File: src/rtl/axi_lite_req_arbiter.sv
// Round-robin arbiter sharing one AXI4-Lite master port between NUM_REQ req/ack requesters.
// Optional watchdog (macro AXI_ARB_TIMEOUT_EN) aborts a hung transaction with DECERR.
module axi_lite_req_arbiter #(
    parameter int unsigned NUM_REQ        = 2,
    parameter int unsigned DATA_WIDTH     = 32,
    parameter int unsigned ADDR_WIDTH     = 4,
    parameter int unsigned TIMEOUT_CYCLES = 256
) (
    input  logic                            clk,
    input  logic                            rst_n,
    input  logic [NUM_REQ-1:0]              req,
    input  logic [NUM_REQ-1:0]              req_we,
    input  logic [NUM_REQ*ADDR_WIDTH-1:0]   req_addr,
    input  logic [NUM_REQ*DATA_WIDTH-1:0]   req_wdata,
    output logic [NUM_REQ-1:0]              ack,
    output logic [DATA_WIDTH-1:0]           ack_rdata,
    output logic [1:0]                      ack_resp,
    output logic [ADDR_WIDTH-1:0]           awaddr,
    output logic                            awvalid,
    output logic [2:0]                      awprot,
    input  logic                            awready,
    output logic [DATA_WIDTH-1:0]           wdata,
    output logic [DATA_WIDTH/8-1:0]         wstrb,
    output logic                            wvalid,
    input  logic                            wready,
    input  logic [1:0]                      bresp,
    input  logic                            bvalid,
    output logic                            bready,
    output logic [ADDR_WIDTH-1:0]           araddr,
    output logic                            arvalid,
    output logic [2:0]                      arprot,
    input  logic                            arready,
    input  logic [DATA_WIDTH-1:0]           rdata,
    input  logic [1:0]                      rresp,
    input  logic                            rvalid,
    output logic                            rready
);

    localparam int unsigned IDX_W = (NUM_REQ > 1) ? $clog2(NUM_REQ) : 1;

    typedef enum logic [2:0] {
        S_IDLE,
        S_WR_REQ,
        S_WR_RESP,
        S_RD_REQ,
        S_RD_DATA,
        S_DONE
    } state_t;

    state_t                 state_q, state_d;
    logic [IDX_W-1:0]       last_q, last_d;
    logic [IDX_W-1:0]       grant_q, grant_d;
    logic [IDX_W-1:0]       cand, pick;
    logic                   found;

    logic [ADDR_WIDTH-1:0]  awaddr_d, araddr_d;
    logic [DATA_WIDTH-1:0]  wdata_d, ack_rdata_d;
    logic                   awvalid_d, wvalid_d, bready_d, arvalid_d, rready_d;
    logic [NUM_REQ-1:0]     ack_d;
    logic [1:0]             ack_resp_d;

    logic [ADDR_WIDTH-1:0]  addr_arr  [NUM_REQ];
    logic [DATA_WIDTH-1:0]  wdata_arr [NUM_REQ];

    assign awprot = 3'b000;
    assign arprot = 3'b000;
    assign wstrb  = '1;

    // Unpack the per-requester address/data buses
    always_comb begin
        for (int unsigned i = 0; i < NUM_REQ; i++) begin
            addr_arr[i]  = req_addr[i*ADDR_WIDTH +: ADDR_WIDTH];
            wdata_arr[i] = req_wdata[i*DATA_WIDTH +: DATA_WIDTH];
        end
    end

    // Round-robin search starting just after the last granted index
    always_comb begin
        found = 1'b0;
        pick  = last_q;
        cand  = '0;
        for (int unsigned i = 1; i <= NUM_REQ; i++) begin
            cand = IDX_W'((32'(last_q) + i) % NUM_REQ);
            if (!found && req[cand]) begin
                found = 1'b1;
                pick  = cand;
            end
        end
    end

`ifdef AXI_ARB_TIMEOUT_EN
    localparam int unsigned TMO_W = $clog2(TIMEOUT_CYCLES + 1);
    logic [TMO_W-1:0] tmo_q, tmo_d;
    logic             busy;
`else
    // Watchdog disabled: the limit parameter has no effect.
    if (TIMEOUT_CYCLES == 0) begin : g_tmo_unused
    end
`endif

    // Next-state and next-output logic
    always_comb begin
        state_d     = state_q;
        last_d      = last_q;
        grant_d     = grant_q;
        awaddr_d    = awaddr;
        araddr_d    = araddr;
        wdata_d     = wdata;
        awvalid_d   = awvalid;
        wvalid_d    = wvalid;
        bready_d    = bready;
        arvalid_d   = arvalid;
        rready_d    = rready;
        ack_d       = '0;
        ack_rdata_d = ack_rdata;
        ack_resp_d  = ack_resp;
`ifdef AXI_ARB_TIMEOUT_EN
        tmo_d       = tmo_q;
        busy        = state_q inside {S_WR_REQ, S_WR_RESP, S_RD_REQ, S_RD_DATA};
`endif

        case (state_q)
            S_IDLE: begin
                if (found) begin
                    grant_d = pick;
                    last_d  = pick;
                    if (req_we[pick]) begin
                        state_d   = S_WR_REQ;
                        awaddr_d  = addr_arr[pick];
                        wdata_d   = wdata_arr[pick];
                        awvalid_d = 1'b1;
                        wvalid_d  = 1'b1;
                    end else begin
                        state_d   = S_RD_REQ;
                        araddr_d  = addr_arr[pick];
                        arvalid_d = 1'b1;
                    end
                end
            end
            S_WR_REQ: begin
                awvalid_d = awvalid && !awready;
                wvalid_d  = wvalid && !wready;
                if (!awvalid_d && !wvalid_d) begin
                    state_d  = S_WR_RESP;
                    bready_d = 1'b1;
                end
            end
            S_WR_RESP: begin
                if (bvalid) begin
                    state_d        = S_DONE;
                    bready_d       = 1'b0;
                    ack_resp_d     = bresp;
                    ack_rdata_d    = '0;
                    ack_d[grant_q] = 1'b1;
                end
            end
            S_RD_REQ: begin
                if (arready) begin
                    state_d   = S_RD_DATA;
                    arvalid_d = 1'b0;
                    rready_d  = 1'b1;
                end
            end
            S_RD_DATA: begin
                if (rvalid) begin
                    state_d        = S_DONE;
                    rready_d       = 1'b0;
                    ack_resp_d     = rresp;
                    ack_rdata_d    = rdata;
                    ack_d[grant_q] = 1'b1;
                end
            end
            S_DONE: begin
                state_d = S_IDLE;
            end
            default: begin
                state_d = S_IDLE;
            end
        endcase

`ifdef AXI_ARB_TIMEOUT_EN
        // Watchdog overrides whatever the channel logic decided this cycle
        if (state_q == S_IDLE) begin
            tmo_d = '0;
        end else if (busy) begin
            tmo_d = tmo_q + TMO_W'(1);
        end
        if (busy && (tmo_q == TMO_W'(TIMEOUT_CYCLES - 1))) begin
            state_d        = S_DONE;
            awvalid_d      = 1'b0;
            wvalid_d       = 1'b0;
            bready_d       = 1'b0;
            arvalid_d      = 1'b0;
            rready_d       = 1'b0;
            ack_resp_d     = 2'b11;
            ack_rdata_d    = '0;
            ack_d          = '0;
            ack_d[grant_q] = 1'b1;
        end
`endif
    end

    // State and registered outputs
    always_ff @(posedge clk or negedge rst_n) begin
        if (!rst_n) begin
            state_q   <= S_IDLE;
            last_q    <= IDX_W'(NUM_REQ - 1);
            grant_q   <= '0;
            awaddr    <= '0;
            araddr    <= '0;
            wdata     <= '0;
            awvalid   <= 1'b0;
            wvalid    <= 1'b0;
            bready    <= 1'b0;
            arvalid   <= 1'b0;
            rready    <= 1'b0;
            ack       <= '0;
            ack_rdata <= '0;
            ack_resp  <= 2'b00;
        end else begin
            state_q   <= state_d;
            last_q    <= last_d;
            grant_q   <= grant_d;
            awaddr    <= awaddr_d;
            araddr    <= araddr_d;
            wdata     <= wdata_d;
            awvalid   <= awvalid_d;
            wvalid    <= wvalid_d;
            bready    <= bready_d;
            arvalid   <= arvalid_d;
            rready    <= rready_d;
            ack       <= ack_d;
            ack_rdata <= ack_rdata_d;
            ack_resp  <= ack_resp_d;
        end
    end

`ifdef AXI_ARB_TIMEOUT_EN
    always_ff @(posedge clk or negedge rst_n) begin
        if (!rst_n) begin
            tmo_q <= '0;
        end else begin
            tmo_q <= tmo_d;
        end
    end
`endif

endmodule

File: config.mk
export PLATFORM = sky130hd
export DESIGN_NAME = axi_lite_req_arbiter
export DESIGN_NICKNAME = d
export VERILOG_FILES = /design/src/rtl/axi_lite_req_arbiter.sv
export SDC_FILE = /design/constraint.sdc
export NUM_CORES = 1
export LEC_CHECK = 0
export ABC_AREA = 1
export CORE_AREA = 4 4 97 108
export CTS_CLUSTER_DIAMETER = 40
export DETAILED_ROUTE_END_ITERATION = 8
export DIE_AREA = 0 0 101 112
export DONT_BUFFER_PORTS = 1
export SLEW_MARGIN = 20
export SYNTH_ARGS = -nofsm -noshare
export SYNTH_HDL_FRONTEND = slang
export SYNTH_SLANG_ARGS = --single-unit
File: constraint.sdc
create_clock -name clk -period 2.94 [get_ports clk]
set_input_delay 0.735 -clock clk [delete_from_list [all_inputs] [get_ports clk]]
set_output_delay 0.735 -clock clk [all_outputs]
set_load 0.005 [all_outputs]
==> flow_summary.yaml, run 1 <==
placement:
  postPlaceCellArea_um2: 4130
  numPortBuffers: 0
  dp_hpwl_mm: 7.71
  dpl_worst_slack_ns: 0.897
  routabilityCongestion: 0.792
worst_setup_path:
  crit_arrival_ns: 2.23
  critical_path.slowest_cell: "dfrtp_1"
  crit_start: "state_q[0]"
  r2r-end: "ack_rdata[30]"
  ff2ff_path_depth: 9
  cp_num_cells: 9
  crit_required_ns: 3.17
  worstSetupStartpointType: "register"
  slowest_delay_ns: 0.41
  critPathTopFamily: "simple AND/OR/NAND/NOR gates"
  cp_max_fo: 37
  rr_startpoint: "state_q[0]"
  worstPathCellList: "inv_2 -> nand2_2 -> nor2_4 -> buf_4 -> nand2_2 -> nand2_4 -> inv_4 -> nand2_1 -> nand2_1"
  critical_path_class: "reg -> reg"
  crit_end: "ack_rdata[30]"
  critPathBufInv: 3
  rrSetupSlack_ns: 0.95
  cp-end-kind: "register"
route:
  drtAntennaViolNets: 0
  drt_wl_total_mm: 10.5
  drtIter0Drc: 112
  num_vias: 3361
  route.detailed.drc: 0
  wl_per_cell_um: 16.1
  firstDrtPassIters: 4
  avgViaCountPerCell: 5.15
clock_network:
  cts_hold_buf: 0
  clock_path_buffers: 2
  cts-root-buf: "clkbuf_8"
  clock_sinks: 86
  cts_setup_buffers: 0
  clk_pin_slew_worst_paths_ns: 0.10
  cts_max_level: 3
  cts_resized: 0
  cts_tree: "yes"
  insertion_delay_ns: 0.35
  cts_buffers: 9
global_route:
  grtUsageMet1: 0.222
  grt_usage: 0.185
  grt_use_met2: 0.292
  antenna_found_initial: 0
  met3_usage: 0.0789
  grt_pass1_vias: 3209
  grt_pass1_wl_mm: 16.6
  grt.busiest_layer: "met2"
  grt-ovfl-total: 0
  grt_max_degree: 87
floorplan:
  die_x_um: 101
  core_um2: 9310
  rows: 37
  die_area_um2: 11300
  dieHeight_um: 112
  start_util: 0.446
  ioPinCount: 210
sta:
  rsz0062_at_grt: "no"
  fin_ws_ns: 0.945
  fin_skew_ns: 0.0173
  hold_violations: 0
  fmax_mhz: 501
  setup-tns-final_ns: 0
  relSlewSlack: 0.596
  drv_slew: 0
  tightest_slew_ns: 0.605
  finalSetupViolations: 0
  fin_crit_ns: 1.99
  finalCritPeriodShare: 0.679
layout:
  ff_latch_area_um2: 2150
  syn2layout_area_growth_pct: 4.04
  fillers: 948
  mostFrequentLayoutCell: "nand2_1"
  final_cell_mix: "nand2_1, dfrtp_1, nand3_1, o21ai_0, inv_1"
  final_util: 0.464
  multiInputGateArea_um2: 1700
  nets: 651
  final_area_um2: 4320
  drive_gt1_frac: 0.0634
  insertedDiodeCount: 0
outcome:
  status: "finished, final reports clean"
power:
  power.density_nw_per_um2: 1010
  leakagePower_uw: 0.00243
  ir_worst_vdd_mv: 0.391
synth:
  syn_area_um2: 4150
  ys_warn_count: 0
  ys_ff_latch: 86
  yosysUniqueCellTypes: 25
  synth_top_area_share: 0.512
  synth.avg_cell_area_um2: 7.62
  synth_top_cell_by_area: "dfrtp_1"
  ys_top_cells_by_area: "dfrtp_1, nand2_1, nand3_1"
  ys_seq_area_frac: 0.519
  synthCells: 545
run:
  maxCapViolCount: 0
worst_hold_path:
  hold_path_class: "in -> async"
-- worst reg2reg max path: stages (launching register included) --
cell and delay (ns):
dfrtp_1 0.41, inv_2 0.09, nand2_2 0.09, nor2_4 0.07, buf_4 0.33, nand2_2 0.13, nand2_4 0.32, inv_4 0.24
nand2_1 0.12, nand2_1 0.06
-- per-layer routing --
metal	share of wire	up-vias
met5	0	-
met2	0.47	173
met4	0.018	0
met3	0.13	17
met1	0.39	1520
li1	-	1651
-- worst min-delay path by stage --
stage | startpoint | to | slack (ns) | cells after the start
2_1_floorplan | grant_q | ack[0] | 0.40 | 1
3_3_place_gp | grant_q | ack[0] | 0.42 | 1
3_5_place_dp | grant_q | ack[0] | 0.43 | 1
4_1_cts | rst_n | ack_rdata[14] | 0.05 | 0
5_1_grt | rst_n | ack_rdata[14] | 0.03 | 0
6_report | rst_n | wdata[29] | 0.07 | 0
-- Yosys cell counts --
| cell type | n |
|---|---|
| o21ai_0 | 41 |
| buf_6 | 4 |
| inv_4 | 1 |
| inv_2 | 5 |
| nand2_4 | 1 |
| nor3_1 | 1 |
| nand3_1 | 44 |
| clkbuf_1 | 9 |
| nand2_1 | 288 |
| nor2_4 | 2 |
| nor2_1 | 7 |
| dfrtp_1 | 85 |
| nand3b_1 | 1 |
| inv_1 | 18 |
| nand2_2 | 4 |
| nor2_8 | 1 |
| o21a_1 | 2 |
| buf_4 | 16 |
| clkbuf_2 | 2 |
| buf_2 | 5 |
| nand4_1 | 1 |
| o21ai_1 | 2 |
| a21oi_1 | 2 |
| conb_1 | 2 |
| dfstp_2 | 1 |
-- sequential cells by signal, indices dropped and copies added (netlist names) --
signal     count
ack_resp       2
rready         1
bready         1
arvalid        1
wdata         32
last_q         1
araddr         4
state_q        3
awaddr         4
ack_rdata     32
awvalid        1
grant_q        1
wvalid         1
ack            2
-- report_power, final --
part	internal, uW	switching [uW]	leakage, uW
registers	1680	430	0.00111
clock network	414	417	0.000103
logic	436	989	0.00122
-- cell type report --
cell class / instances / area share
sequential: 86 / 0.498
multi-input combinational: 407 / 0.394
tap: 117 / 0.0339
clock buffer: 10 / 0.0319
inverter: 24 / 0.0214
clock inverter: 5 / 0.0133
timing repair buffer: 4 / 0.00695
-- through the flow --
step	power, uW	std cells	hold WS [ns]
floorplan	3220	553	0.402
global placement	3540	638	0.419
detailed placement	3590	638	0.432
CTS	4430	653	0.0461
global route	4790	653	0.0305
finish	4360	653	0.0717
-- kinds of logic (layout without fill, tap and decap cells) --
group,count (synthesis),after routing,synth area share
and+or+nand+nor,350,350,0.343
DFF,86,86,0.519
buffers and inverters,60,43,0.0786
AOI/OAI and AO/OA,47,47,0.0578
other,2,10,0.00181
(Power assumes the default switching activity.)
==> run 2, diff against run 1 <==
==> constraint.sdc (replaced) <==
create_clock -name clk -period 1.82 [get_ports clk]
set_input_delay 0.455 -clock clk [delete_from_list [all_inputs] [get_ports clk]]
set_output_delay 0.455 -clock clk [all_outputs]
set_load 0.005 [all_outputs]
==> run 2 against run 1 <==
Against the previous run: the run now ends with negative hold slack left; worst hold slack worse by 0.27 ns; combinational power up 70%; routed wire length down 0.46%; worst setup slack worse by 0.75 ns; sequential power up 60%; global-route usage up 0.13 points; flip-flop and latch count unchanged; first-iteration DRC count up 11%; die area unchanged; critical path depth down 1; critical path type unchanged; critical endpoint is now ack_rdata[0].
==> flow_summary.yaml, run 2 (same netlist as run 1, synthesis figures left out) <==
outcome:
  status: "finished with violations"
  failed_checks: "negative hold slack"
worst_setup_path:
  crit_arrival_ns: 1.85
  cp-end-kind: "register"
  r2r-end: "ack_rdata[0]"
  crit_start: "state_q[2]"
  cp_max_fo: 34
  slowest_delay_ns: 0.47
  rr_startpoint: "state_q[2]"
  worstSetupStartpointType: "register"
  critical_path.most_common_cell: "nand2_1"
  critical_path.slowest_cell: "dfrtp_1"
  ff2ff_path_depth: 8
  crit_required_ns: 2.05
  worstPathCellList: "inv_2 -> nand2_1 -> nor2_1 -> nand2_1 -> nand2_4 -> inv_4 -> nand2_1 -> nand2_1"
  rrSetupSlack_ns: 0.20
  crit_end: "ack_rdata[0]"
  critical_path_class: "reg -> reg"
layout:
  nets: 655
  drive_gt1_frac: 0.0721
  final_cell_mix: "nand2_1, dfrtp_1, nand3_1, o21ai_0, inv_1"
  mostFrequentLayoutCell: "nand2_1"
  final_cell_count_no_fill: 658
  insertedDiodeCount: 0
  syn2layout_area_growth_pct: 5.94
  reg_top3: "ack_rdata x32, wdata x32"
power:
  leakagePower_uw: 0.00247
  power.density_nw_per_um2: 1640
  ir_worst_vdd_mv: 0.512
sta:
  rsz0062_at_grt: "no"
  hold_slack_ns: -0.196
  hold_violations: 86
  finalCritPeriodShare: 0.892
  drv_slew: 0
  finalSetupViolations: 0
  fmax_mhz: 616
  fin_crit_ns: 1.62
  setup-tns-final_ns: 0
  fin_skew_ns: 0.00733
  fin_ws_ns: 0.197
clock_network:
  cts-root-buf: "clkbuf_8"
  cts_buffers: 9
  cts_max_level: 3
  cts_tree: "yes"
  clk_pin_slew_worst_paths_ns: 0.08
  clock_path_buffers: 2
  cts_resized: 0
  clock_sinks: 86
  cts_setup_buffers: 0
  insertion_delay_ns: 0.34
floorplan:
  core_um2: 9310
  start_util: 0.446
  ioPinCount: 210
  die_area_um2: 11300
  dieHeight_um: 112
  rows: 37
  die_x_um: 101
route:
  firstDrtPassIters: 4
  num_vias: 3380
  wl_per_cell_um: 15.9
  drtIter0Drc: 124
  drtAntennaViolNets: 0
  drt_wl_total_mm: 10.5
  route.detailed.drc: 0
  avgViaCountPerCell: 5.14
placement:
  placed_cells_incl_taps: 642
  routabilityCongestion: 0.838
  dp_hpwl_mm: 7.86
  numPortBuffers: 0
  dpl_worst_slack_ns: 0.229
run:
  maxCapViolCount: 0
global_route:
  grt_usage: 0.186
  grt_pass1_wl_mm: 16.8
  antenna_found_initial: 0
  grt_max_degree: 87
  grt-ovfl-total: 0
  grt_pass1_vias: 3404
worst_hold_path:
  hold_path_class: "in -> async"
-- run 2: area by class of cell --
type | instances | area, um^2
clock inverter | 3 | 40.0
inverter | 24 | 92.6
fill | 929 | 4910
multi-input combinational | 407 | 1700
tap | 117 | 146
clock buffer | 13 | 179
timing repair buffer | 8 | 85.1
sequential | 86 | 2150
-- run 2: per-stage QoR --
stage / hold slack, ns / total power (uW) / utilization / area [um^2]
6_report: -0.196 / 7220 / 0.473 / 4400
5_1_grt: -0.239 / 7930 / 0.473 / 4400
4_1_cts: -0.230 / 7340 / 0.473 / 4400
3_5_place_dp: 0.161 / 5890 / 0.449 / 4180
3_3_place_gp: 0.161 / 5800 / 0.449 / 4180
2_1_floorplan: 0.159 / 5210 / - / 4180
-- run 2: how the worst min path moves through the flow --
stage                     start             to  slack [ns]  cells after the start
after global routing      rst_n      wdata[30]       -0.24                      0
after CTS                 rst_n      awaddr[0]       -0.23                      0
after global placement    rst_n   ack_rdata[0]        0.16                      0
after detailed placement  rst_n  ack_rdata[14]        0.16                      0
final                     rst_n  ack_rdata[11]       -0.20                      0
after floorplan           rst_n         ack[0]        0.16                      0
-- run 2: power by group --
group          switching (uW)  leakage [uW]  internal, uW
clock network             642      0.000115           781
logic                    1630       0.00124           787
registers                 674       0.00111          2710
-- run 2: per-layer routing --
layer / track usage / vias up / wire (um)
li1: - / 1655 / -
met1: 0.215 / 1550 / 4010
met2: 0.308 / 162 / 5040
met3: 0.0739 / 13 / 1270
met4: 0.0727 / 0 / 161
met5: 0 / - / 0
-- run 2: worst max-delay path, delay by kind of cell, from the launching register on --
kind,cells,cell delay (ns)
and+or+nand+nor,6,0.74
buffers and inverters,2,0.28
DFF,1,0.47
